### src/rtl/vip_scheduler.sv
// vip_scheduler
// Arbitrates emergency-vehicle override requests for a two-path intersection.
// One requester at a time is granted in round-robin order. While the grant is
// held, the block drives the override inputs shared by both path light
// controllers. It waits for the lights to show the override has taken effect,
// enforces minimum and maximum hold times, then sequences a release window and
// a cooldown before any new request is considered.
//
// Ports
//   i_clk              rising-edge clock
//   i_rst              synchronous reset, active high
//   i_enable           low forces IDLE and drives every output to its reset value
//   i_vip_req          level request, one bit per requester
//   i_car_traffic_0/1  car light of path 0/1 (RED=1000 YELLOW=0100 LEFT=1010 GREEN=0001)
//   i_walk_traffic_0/1 walk light of path 0/1 (RED=10 GREEN=01 OFF=00)
//   i_prev_counter_0/1 rollback value captured by each path controller
//   o_vip_grant        one-hot grant, zero when nothing is granted
//   o_isvip            override request to both path controllers
//   o_vip_path_index   path that is to receive green
//   o_rollback_cnt     rollback value forwarded to both path controllers
//   o_busy             high in every state except IDLE
//
// State table
//   state      | meaning
//   S_IDLE     | no override; arbitrate pending requests
//   S_ARM      | isvip raised, waiting for lights to engage (bounded)
//   S_ENGAGED  | override confirmed, holding between min and max hold
//   S_RELEASE  | isvip low while light controllers restore their state
//   S_COOLDOWN | requests ignored before returning to IDLE

module vip_scheduler #(
  parameter int                 N_REQ          = 4,
  parameter logic [N_REQ-1:0]   REQ_PATH_MAP   = 4'b1010,
  parameter int                 ARM_TIMEOUT    = 12,
  parameter int                 MIN_HOLD       = 8,
  parameter int                 MAX_HOLD       = 40,
  parameter int                 RELEASE_CYCLES = 3,
  parameter int                 COOLDOWN       = 16
) (
  input  logic             i_clk,
  input  logic             i_rst,
  input  logic             i_enable,
  input  logic [N_REQ-1:0] i_vip_req,
  input  logic [3:0]       i_car_traffic_0,
  input  logic [3:0]       i_car_traffic_1,
  input  logic [1:0]       i_walk_traffic_0,
  input  logic [1:0]       i_walk_traffic_1,
  input  logic [3:0]       i_prev_counter_0,
  input  logic [3:0]       i_prev_counter_1,
  output logic [N_REQ-1:0] o_vip_grant,
  output logic             o_isvip,
  output logic             o_vip_path_index,
  output logic [3:0]       o_rollback_cnt,
  output logic             o_busy
);

  localparam int PW = (N_REQ > 1) ? $clog2(N_REQ) : 1;

  localparam logic [7:0] ARM_TC  = 8'(ARM_TIMEOUT - 1);
  localparam logic [7:0] MIN_TC  = 8'(MIN_HOLD - 1);
  localparam logic [7:0] MAX_TC  = 8'(MAX_HOLD - 1);
  localparam logic [7:0] REL_TC  = 8'(RELEASE_CYCLES - 1);
  localparam logic [7:0] COOL_TC = 8'(COOLDOWN - 1);

  localparam logic [N_REQ-1:0] ONE_HOT0 = N_REQ'(1);

  localparam logic [3:0] CAR_RED   = 4'b1000;
  localparam logic [3:0] CAR_GREEN = 4'b0001;
  localparam logic [1:0] WALK_RED  = 2'b10;

  typedef enum logic [2:0] {
    S_IDLE,
    S_ARM,
    S_ENGAGED,
    S_RELEASE,
    S_COOLDOWN
  } state_t;

  state_t        r_state;
  logic [7:0]    r_timer;
  logic [PW-1:0] r_ptr;
  logic [PW-1:0] r_gidx;

  logic          w_found;
  logic [PW-1:0] w_pick;
  logic [PW-1:0] w_ptr_nxt;
  logic          w_req_g;
  logic          w_engaged;
  logic [3:0]    w_vip_car;
  logic [3:0]    w_other_car;
  logic [3:0]    w_rb;

  // Round-robin search: walk the offsets from the highest down so the
  // smallest offset from the pointer is the one that sticks.
  always_comb begin
    logic [PW-1:0] v_idx;
    w_found = 1'b0;
    w_pick  = '0;
    v_idx   = '0;
    for (int k = N_REQ - 1; k >= 0; k--) begin
      v_idx = PW'((int'(r_ptr) + k) % N_REQ);
      if (i_vip_req[v_idx]) begin
        w_found = 1'b1;
        w_pick  = v_idx;
      end
    end
  end

  assign w_ptr_nxt = (int'(w_pick) == N_REQ - 1) ? '0 : w_pick + 1'b1;

  assign w_req_g     = i_vip_req[r_gidx];
  assign w_vip_car   = o_vip_path_index ? i_car_traffic_1 : i_car_traffic_0;
  assign w_other_car = o_vip_path_index ? i_car_traffic_0 : i_car_traffic_1;
  assign w_engaged   = (w_vip_car == CAR_GREEN) && (w_other_car == CAR_RED) &&
                       (i_walk_traffic_0 == WALK_RED) && (i_walk_traffic_1 == WALK_RED);

  // Path 0's controller reports zero when it was not the one interrupted.
  assign w_rb = (i_prev_counter_0 != 4'd0) ? i_prev_counter_0 : i_prev_counter_1;

  always_ff @(posedge i_clk) begin
    if (i_rst || !i_enable) begin
      r_state          <= S_IDLE;
      r_timer          <= '0;
      r_ptr            <= '0;
      r_gidx           <= '0;
      o_vip_grant      <= '0;
      o_isvip          <= 1'b0;
      o_vip_path_index <= 1'b0;
      o_rollback_cnt   <= 4'd0;
      o_busy           <= 1'b0;
    end else begin
      case (r_state)
        S_IDLE: begin
          r_timer <= '0;
          if (w_found) begin
            r_state          <= S_ARM;
            r_gidx           <= w_pick;
            r_ptr            <= w_ptr_nxt;
            o_vip_grant      <= ONE_HOT0 << w_pick;
            o_isvip          <= 1'b1;
            o_busy           <= 1'b1;
            o_vip_path_index <= REQ_PATH_MAP[w_pick];
          end
        end

        S_ARM: begin
          if (w_engaged) begin
            r_state        <= S_ENGAGED;
            r_timer        <= '0;
            o_rollback_cnt <= w_rb;
          end else if (!w_req_g || r_timer == ARM_TC) begin
            r_state        <= S_RELEASE;
            r_timer        <= '0;
            o_rollback_cnt <= w_rb;
            o_isvip        <= 1'b0;
            o_vip_grant    <= '0;
          end else begin
            r_timer <= r_timer + 8'd1;
          end
        end

        S_ENGAGED: begin
          // A request dropped early is still held until the minimum hold.
          if ((!w_req_g && r_timer >= MIN_TC) || r_timer == MAX_TC) begin
            r_state     <= S_RELEASE;
            r_timer     <= '0;
            o_isvip     <= 1'b0;
            o_vip_grant <= '0;
          end else begin
            r_timer <= r_timer + 8'd1;
          end
        end

        S_RELEASE: begin
          if (r_timer == REL_TC) begin
            r_state        <= S_COOLDOWN;
            r_timer        <= '0;
            o_rollback_cnt <= 4'd0;
          end else begin
            r_timer <= r_timer + 8'd1;
          end
        end

        S_COOLDOWN: begin
          if (r_timer == COOL_TC) begin
            r_state <= S_IDLE;
            r_timer <= '0;
            o_busy  <= 1'b0;
          end else begin
            r_timer <= r_timer + 8'd1;
          end
        end

        default: begin
          r_state <= S_IDLE;
          r_timer <= '0;
        end
      endcase
    end
  end

endmodule

### config.mk
export PLATFORM = sky130hd
export DESIGN_NAME = vip_scheduler
export DESIGN_NICKNAME = d
export VERILOG_FILES = /design/src/rtl/vip_scheduler.sv
export SDC_FILE = /design/constraint.sdc
export NUM_CORES = 1
export LEC_CHECK = 0
export CELL_PAD_IN_SITES_DETAIL_PLACEMENT = 1
export CELL_PAD_IN_SITES_GLOBAL_PLACEMENT = 1
export CORE_UTILIZATION = 30
export DETAILED_ROUTE_END_ITERATION = 12
export HOLD_SLACK_MARGIN = 0.15
export PLACE_DENSITY = 0.81
export SLEW_MARGIN = 40
export SYNTH_ARGS = -nofsm -noshare
export SYNTH_HDL_FRONTEND = slang
export SYNTH_SLANG_ARGS = --single-unit
### constraint.sdc
create_clock -name i_clk -period 1.95 [get_ports i_clk]
set_input_delay 0.39 -clock i_clk [delete_from_list [all_inputs] [get_ports i_clk]]
set_output_delay 0.39 -clock i_clk [all_outputs]
set_load 0.01 [all_outputs]
* Word-level counts from Yosys, hierarchy flattened
Index checks and enable logic that the tools add are counted.
** Operators by class
- Multiplexer cells :: 53
- Reductions and logical operators :: 19
- Eq/ne operators :: 20
- $lt $le $gt $ge :: 7
- Shifts and indexed selects :: 1
- Add/sub/neg operators :: 5
** Operator list (count)
- two-way mux 4 bit :: 10
- two-way mux 8 bit :: 5
- case mux 8 bit (4 select lines) :: 1
- less-than comparator 2 x 3 -> 1 bit (second input constant) :: 6
- two-way mux 3 bit :: 6
- equality test 8 x 4 -> 1 bit (second input constant) :: 2
- two-way mux 1 bit :: 15
- case mux 3 bit (5 select lines) :: 1
- binary-select mux 1 bit (select 2 bit) :: 6
- != test 2 bit (second input constant) :: 6
- case mux 4 bit (3 select lines) :: 1
- two-way mux 2 bit :: 5
- AND reduction 5 bit :: 2
- adder 8 x 1 -> 8 bit (second input constant) :: 1
- equality test 8 x 2 -> 1 bit (second input constant) :: 1
- equality test 8 x 6 -> 1 bit (second input constant) :: 1
- greater-or-equal comparator 8 x 3 -> 1 bit (second input constant) :: 1
- case mux 4 bit (2 select lines) :: 1
- equality test 3 x 2 -> 1 bit (second input constant) :: 2
- AND reduction 3 bit :: 2
- adder 2 x 1 -> 2 bit (second input constant) :: 2
- adder 2 bit (second input constant) :: 2
- equality test 2 bit (second input constant) :: 2
- equality test 4 x 1 -> 1 bit (second input constant) :: 1
- 16 further kinds :: 23
** Word-level totals
- Logic and storage cells :: 114
- Register bits after elaboration :: 26

* Depth between registers and ports, before layout
Gate-level depths: netlist (run 1).
- Depth in word-level cells :: 10
- Depth in mapped cells :: 7
- Mapped depth without buffers :: 7

* Worst setup path before layout (run 1)
No wires, ideal clock.
- Path kind :: register -> register
- Start point :: register r_timer[6]
- End point :: register r_timer[3]
- Library setup time :: 0.132 ns
- Arrival time :: 1.792 ns
- Buffers on the path :: 0
- Period minus slack after synthesis :: 1.924 ns
- Slack :: 0.026 ns
- Stages on the path, launching flop included :: 6
- Cells stage by stage :: dfxtp_1 or4_4 nor4b_4 nor3_1 o41ai_4 nor2_1
** Between the ends
- Word-level cells in the longest chain between the ends :: 5
- Elaborated cells on any way between the ends :: 14
** RTL lines
- from (decl) :: RTL line 80 : logic [7:0] r_timer;
- from (signal assigned) :: RTL line 158 : r_timer <= r_timer + 8'd1;
- from (signal assigned) :: RTL line 170 : r_timer <= r_timer + 8'd1;
- from (signal assigned) :: RTL line 180 : r_timer <= r_timer + 8'd1;
- greater-or-equal comparator 8 x 3 -> 1 bit or equality test 8 x 4 -> 1 bit (tied branches) :: RTL line 164, 151
- logical AND 1 bit or logical OR 1 bit (tied branches) :: RTL line 164, 151
- logical OR 1 bit or two-way mux 8 bit (tied branches) :: RTL line 164, 151
- two-way mux 8 bit, on equally long branches :: RTL line 164, 147
- case mux 8 bit (4 select lines) * :: RTL line 132 : case (r_state)
Mark *: on every way between the ends. The rest lies on a longest branch, timed or not.
A chain may end at the register's enable or synchronous reset.

* Worst setup path in the final report (run 1)
- Start point :: register r_timer[6]
- End point :: register r_timer[5]
Same word-level chain as after synthesis.

==> results.md, run 1 <==
* Later-pin clock latency in the skew report at 0.27 ns
* Diodes inserted at 0
* Required time at the endpoint of the critical path at 2.12 ns
* CTS sink count at 25
* Number of placed I/O pins at 38
* Setup TNS after final layout at -0.2093 ns
* H-tree levels at 1
* Kind of cell adding the most delay to the critical path: simple AND/OR/NAND/NOR gates
* DRC violation count after routing at 0
* Reported leakage power at 0.8461 nW
* Longest Clk Path Bufs at 2
* Final standard cell area without fillers at 0.002276 mm^2
* Pwr Density at ~510 mW/mm^2
* CTS tree: yes
* Detailed-route wire length per cell at 16.05 um
* CP cell instances: or4_4 > nor4b_4 > nor3_4 > o41ai_4 > buf_6 > nor2_1
* Antenna violations before repair at 0
* Final cycle utilization of the critical path at 101.8%
* Number of port buffers at 37
* CTS clk-pin slew, worst paths at 0.09 ns
* TritonCTS buffer count at 3
* Yosys reg bits at 25
* CP peak stage delay at about 0.55 ns
* Mean cell area of the mapped netlist at approximately 8.7 um^2
* Largest area contributor in the netlist: dfxtp_1
* Fraction of layout instances using a drive strength above 1 at 28.39%
* Maximum clock frequency at 0.5040 GHz
* Filler cell count in the final layout at 530
* Setup repair after global routing missed its margin: true
* Worst Max-Slew Pin Slew at 0.4731 ns
* Worst-case headroom to the max-slew limit at 68.46%
* Width of the die at 71.65 um
* Fin. max-slew vios at 0
* Top cells by area, synth: dfxtp_1 (34%), a21oi_1 (5.5%), ha_1 (5.2%)
* Arrival time at the worst endpoint at between 2 and 2.5 ns
* Buffer type at the clock tree root: clkbuf_8
* Status: complete, but fails checks
* Capturing element type of the critical path: flip-flop
* Total count of hold-check failures in the final report at 0
* CP Launch Type: flip-flop
* Placeable core region at 0.004504 mm^2
* Initial Utilization at 32.31%
* Via count at ~1,500
* Failing checks: setup timing
* Routed wire length at 4.622 mm
* Placed wire-length estimate at 3.379 mm
* Post-Syn Nets at 200
* Area of the mapped netlist at roughly 0.0015 mm^2
* Total die area at 0.005133 mm^2
* Kind of critical path: reg -> reg
* Seq/Total Area, Yosys at about a third
* Warnings, synthesis at 0
* Final critical-path required period at 1.984 ns
* CP Buf/Inv Count at 1
* Number of flops mapped to enable cells by yosys at 0
* Layout net count at 270
* Standard-cell row count at 24
* Total iterations of the first detailed-routing run at 4
* Most numerous cell types in the synthesized netlist: dfxtp_1 (25), nand2_1 (18), a21oi_1 (16), nor2_1 (16)
* Total setup violations reported at the end of the flow at 7
* RD Place Congestion at a little under 0.8
* CTS hold repair buffers at 0
* Synthesized instance count at 167
* Placed Instance Area at 0.002059 mm^2
* Overflow after GRT at 0
* Leading cell type by number of instances after synthesis: dfxtp_1
* Largest net degree at the start of global routing at 16
* Critical Path Fanout Max at 7
* Class of the tightest hold or removal check: reg -> reg
* Worst-case vdd ir drop at 276.1 uV
* Unique cell type count in the Yosys netlist at 45
* Global-route wire length before repair at 7.631 mm
* Overall Global Routing Usage at a little under a fifth
* Skew final at roughly 0.0027 ns
* Share of the synthesized area in the top cell type at 34.39%
* Remaining antenna violation count after routing at 0
* Vias in the first global route at approximately 1,600
* Final setup margin at -0.03421 ns
* Final worst hold slack at 0.4681 ns
* Leading register cell type out of synthesis: dfxtp_1
* Synthesis-to-finish area growth at 56.41%
* Number of DRC markers after the initial detailed-route iteration at 67
* Worst path slowest cell: or4_4
* Share of flip-flops with an asynchronous set or reset at 0%
* Max-cap check violation count at 0
* Die extent in y at roughly 70 um
* Vias per std cell at 5.354
[stage by stage]
| stage | std cells | total power (W) | util, % | worst slack (ns) |
|---|---|---|---|---|
| 6_report | 288 | 0.001169 | 50.53 | -0.03421 |
| 5_1_grt | 288 | 0.001224 | 50.53 | -0.08526 |
| 4_1_cts | 286 | 0.001170 | 49.75 | -0.04249 |
| 3_5_place_dp | 277 | 0.0008216 | 45.72 | -0.4812 |
| 3_3_place_gp | 277 | 0.0008126 | 45.72 | -0.4041 |
| 2_1_floorplan | 167 | 0.0006778 | - | 0.02601 |
[layout make-up]
class	instances	area (um^2)	share of cell area (%)
timing repair buffer	68	599.3	26.33
clock inverter	1	7.507	0.3299
clock buffer	3	41.29	1.814
tap	52	65.06	2.859
inverter	8	30.03	1.319
sequential	25	505.5	22.21
multi-input combinational	131	1027	45.13
[cell usage in the layout, fill, tap and decap left out, types with 3 or more instances in the layout]
cell type | synthesis | final
a21oi_1 | 16 | 11
nor4b_1 | 4 | 4
nand2b_1 | 4 | 4
nor2_1 | 16 | 12
o21ai_1 | 0 | 3
clkdlybuf4s50_1 | 0 | 28
inv_1 | 8 | 8
buf_4 | 0 | 29
xnor2_1 | 4 | 4
dfxtp_1 | 25 | 23
dlygate4sd2_1 | 0 | 9
or4_4 | 2 | 4
and3_1 | 3 | 3
a311oi_2 | 0 | 4
a21oi_2 | 0 | 5
nor2_2 | 1 | 4
ha_1 | 6 | 5
nand2_1 | 18 | 18
nor2b_1 | 3 | 3
mux2i_1 | 5 | 5
nand3_1 | 3 | 3
o21ai_0 | 8 | 5
clkbuf_8 | 0 | 3
[tightest hold or removal path, stage by stage (launching register included)]
cell and delay (ns):
dfxtp_1 0.32, nand2_1 0.05, mux2i_1 0.05
[cells by family after synthesis]
| kind of cell | Yosys count | share of synthesized area (%) |
|---|---|---|
| xor gates and xnor gates | 5 | 3.009 |
| muxes | 6 | 4.987 |
| buffers and inverters | 11 | 2.838 |
| AOI/OAI and AO/OA | 46 | 23.13 |
| adders and majority gates | 6 | 5.159 |
| and+or+nand+nor | 68 | 26.48 |
| DFF | 25 | 34.39 |
[path summary, 6_finish.rpt]
path                     start           endpoint  slack, ns  cells after the start
max                 r_timer[6]         r_timer[5]      -0.03                      6
min          o_rollback_cnt[0]  o_rollback_cnt[0]       0.47                      2
max reg2reg         r_timer[6]         r_timer[5]      -0.03                      6
min reg2reg  o_rollback_cnt[0]  o_rollback_cnt[0]       0.47                      2
[routing by layer]
| layer | GRT usage [%] | part of all wire, % | up-vias |
|---|---|---|---|
| met5 | 0 | 0 | - |
| met4 | 4.793 | 1.3 | 0 |
| met2 | 33.65 | 48 | 44 |
| met1 | 23.38 | 46 | 741 |
| li1 | - | - | 751 |
| met3 | 2.250 | 4.3 | 6 |
[flip-flops by register name (all words and copies together) (netlist names)]
name and cells:
r_ptr 2, o_isvip 1, o_rollback_cnt 4, r_state 3, o_busy 1, o_vip_grant 4, r_timer 8, r_gidx 2
[timing repair]
| item | in CTS | in global routing |
|---|---|---|
| endpoints found under the setup margin | 21 | 16 |
| setup buffers | 5 | 2 |
| resized for setup | 36 | 5 |
| pin swaps | 15 | 5 |
[report_power, final]
| group | total (W) | internal [W] | switching (W) |
|---|---|---|---|
| clock network | 0.000323 | 0.000145 | 0.000178 |
| registers | 0.000540 | 0.000525 | 0.0000153 |
| logic | 0.000306 | 0.000156 | 0.000150 |
(Power assumes the default switching activity.)
==> run 2: changes to the inputs <==
--- a/config.mk
+++ b/config.mk
@@ -8,6 +8,7 @@
 export CELL_PAD_IN_SITES_DETAIL_PLACEMENT = 1
 export CELL_PAD_IN_SITES_GLOBAL_PLACEMENT = 1
 export CORE_UTILIZATION = 30
+export CTS_CLUSTER_SIZE = 25
 export DETAILED_ROUTE_END_ITERATION = 12
 export HOLD_SLACK_MARGIN = 0.15
 export PLACE_DENSITY = 0.81
==> results of run 2 <==
The final DEF is identical to that of run 1; final timing and power are the same.
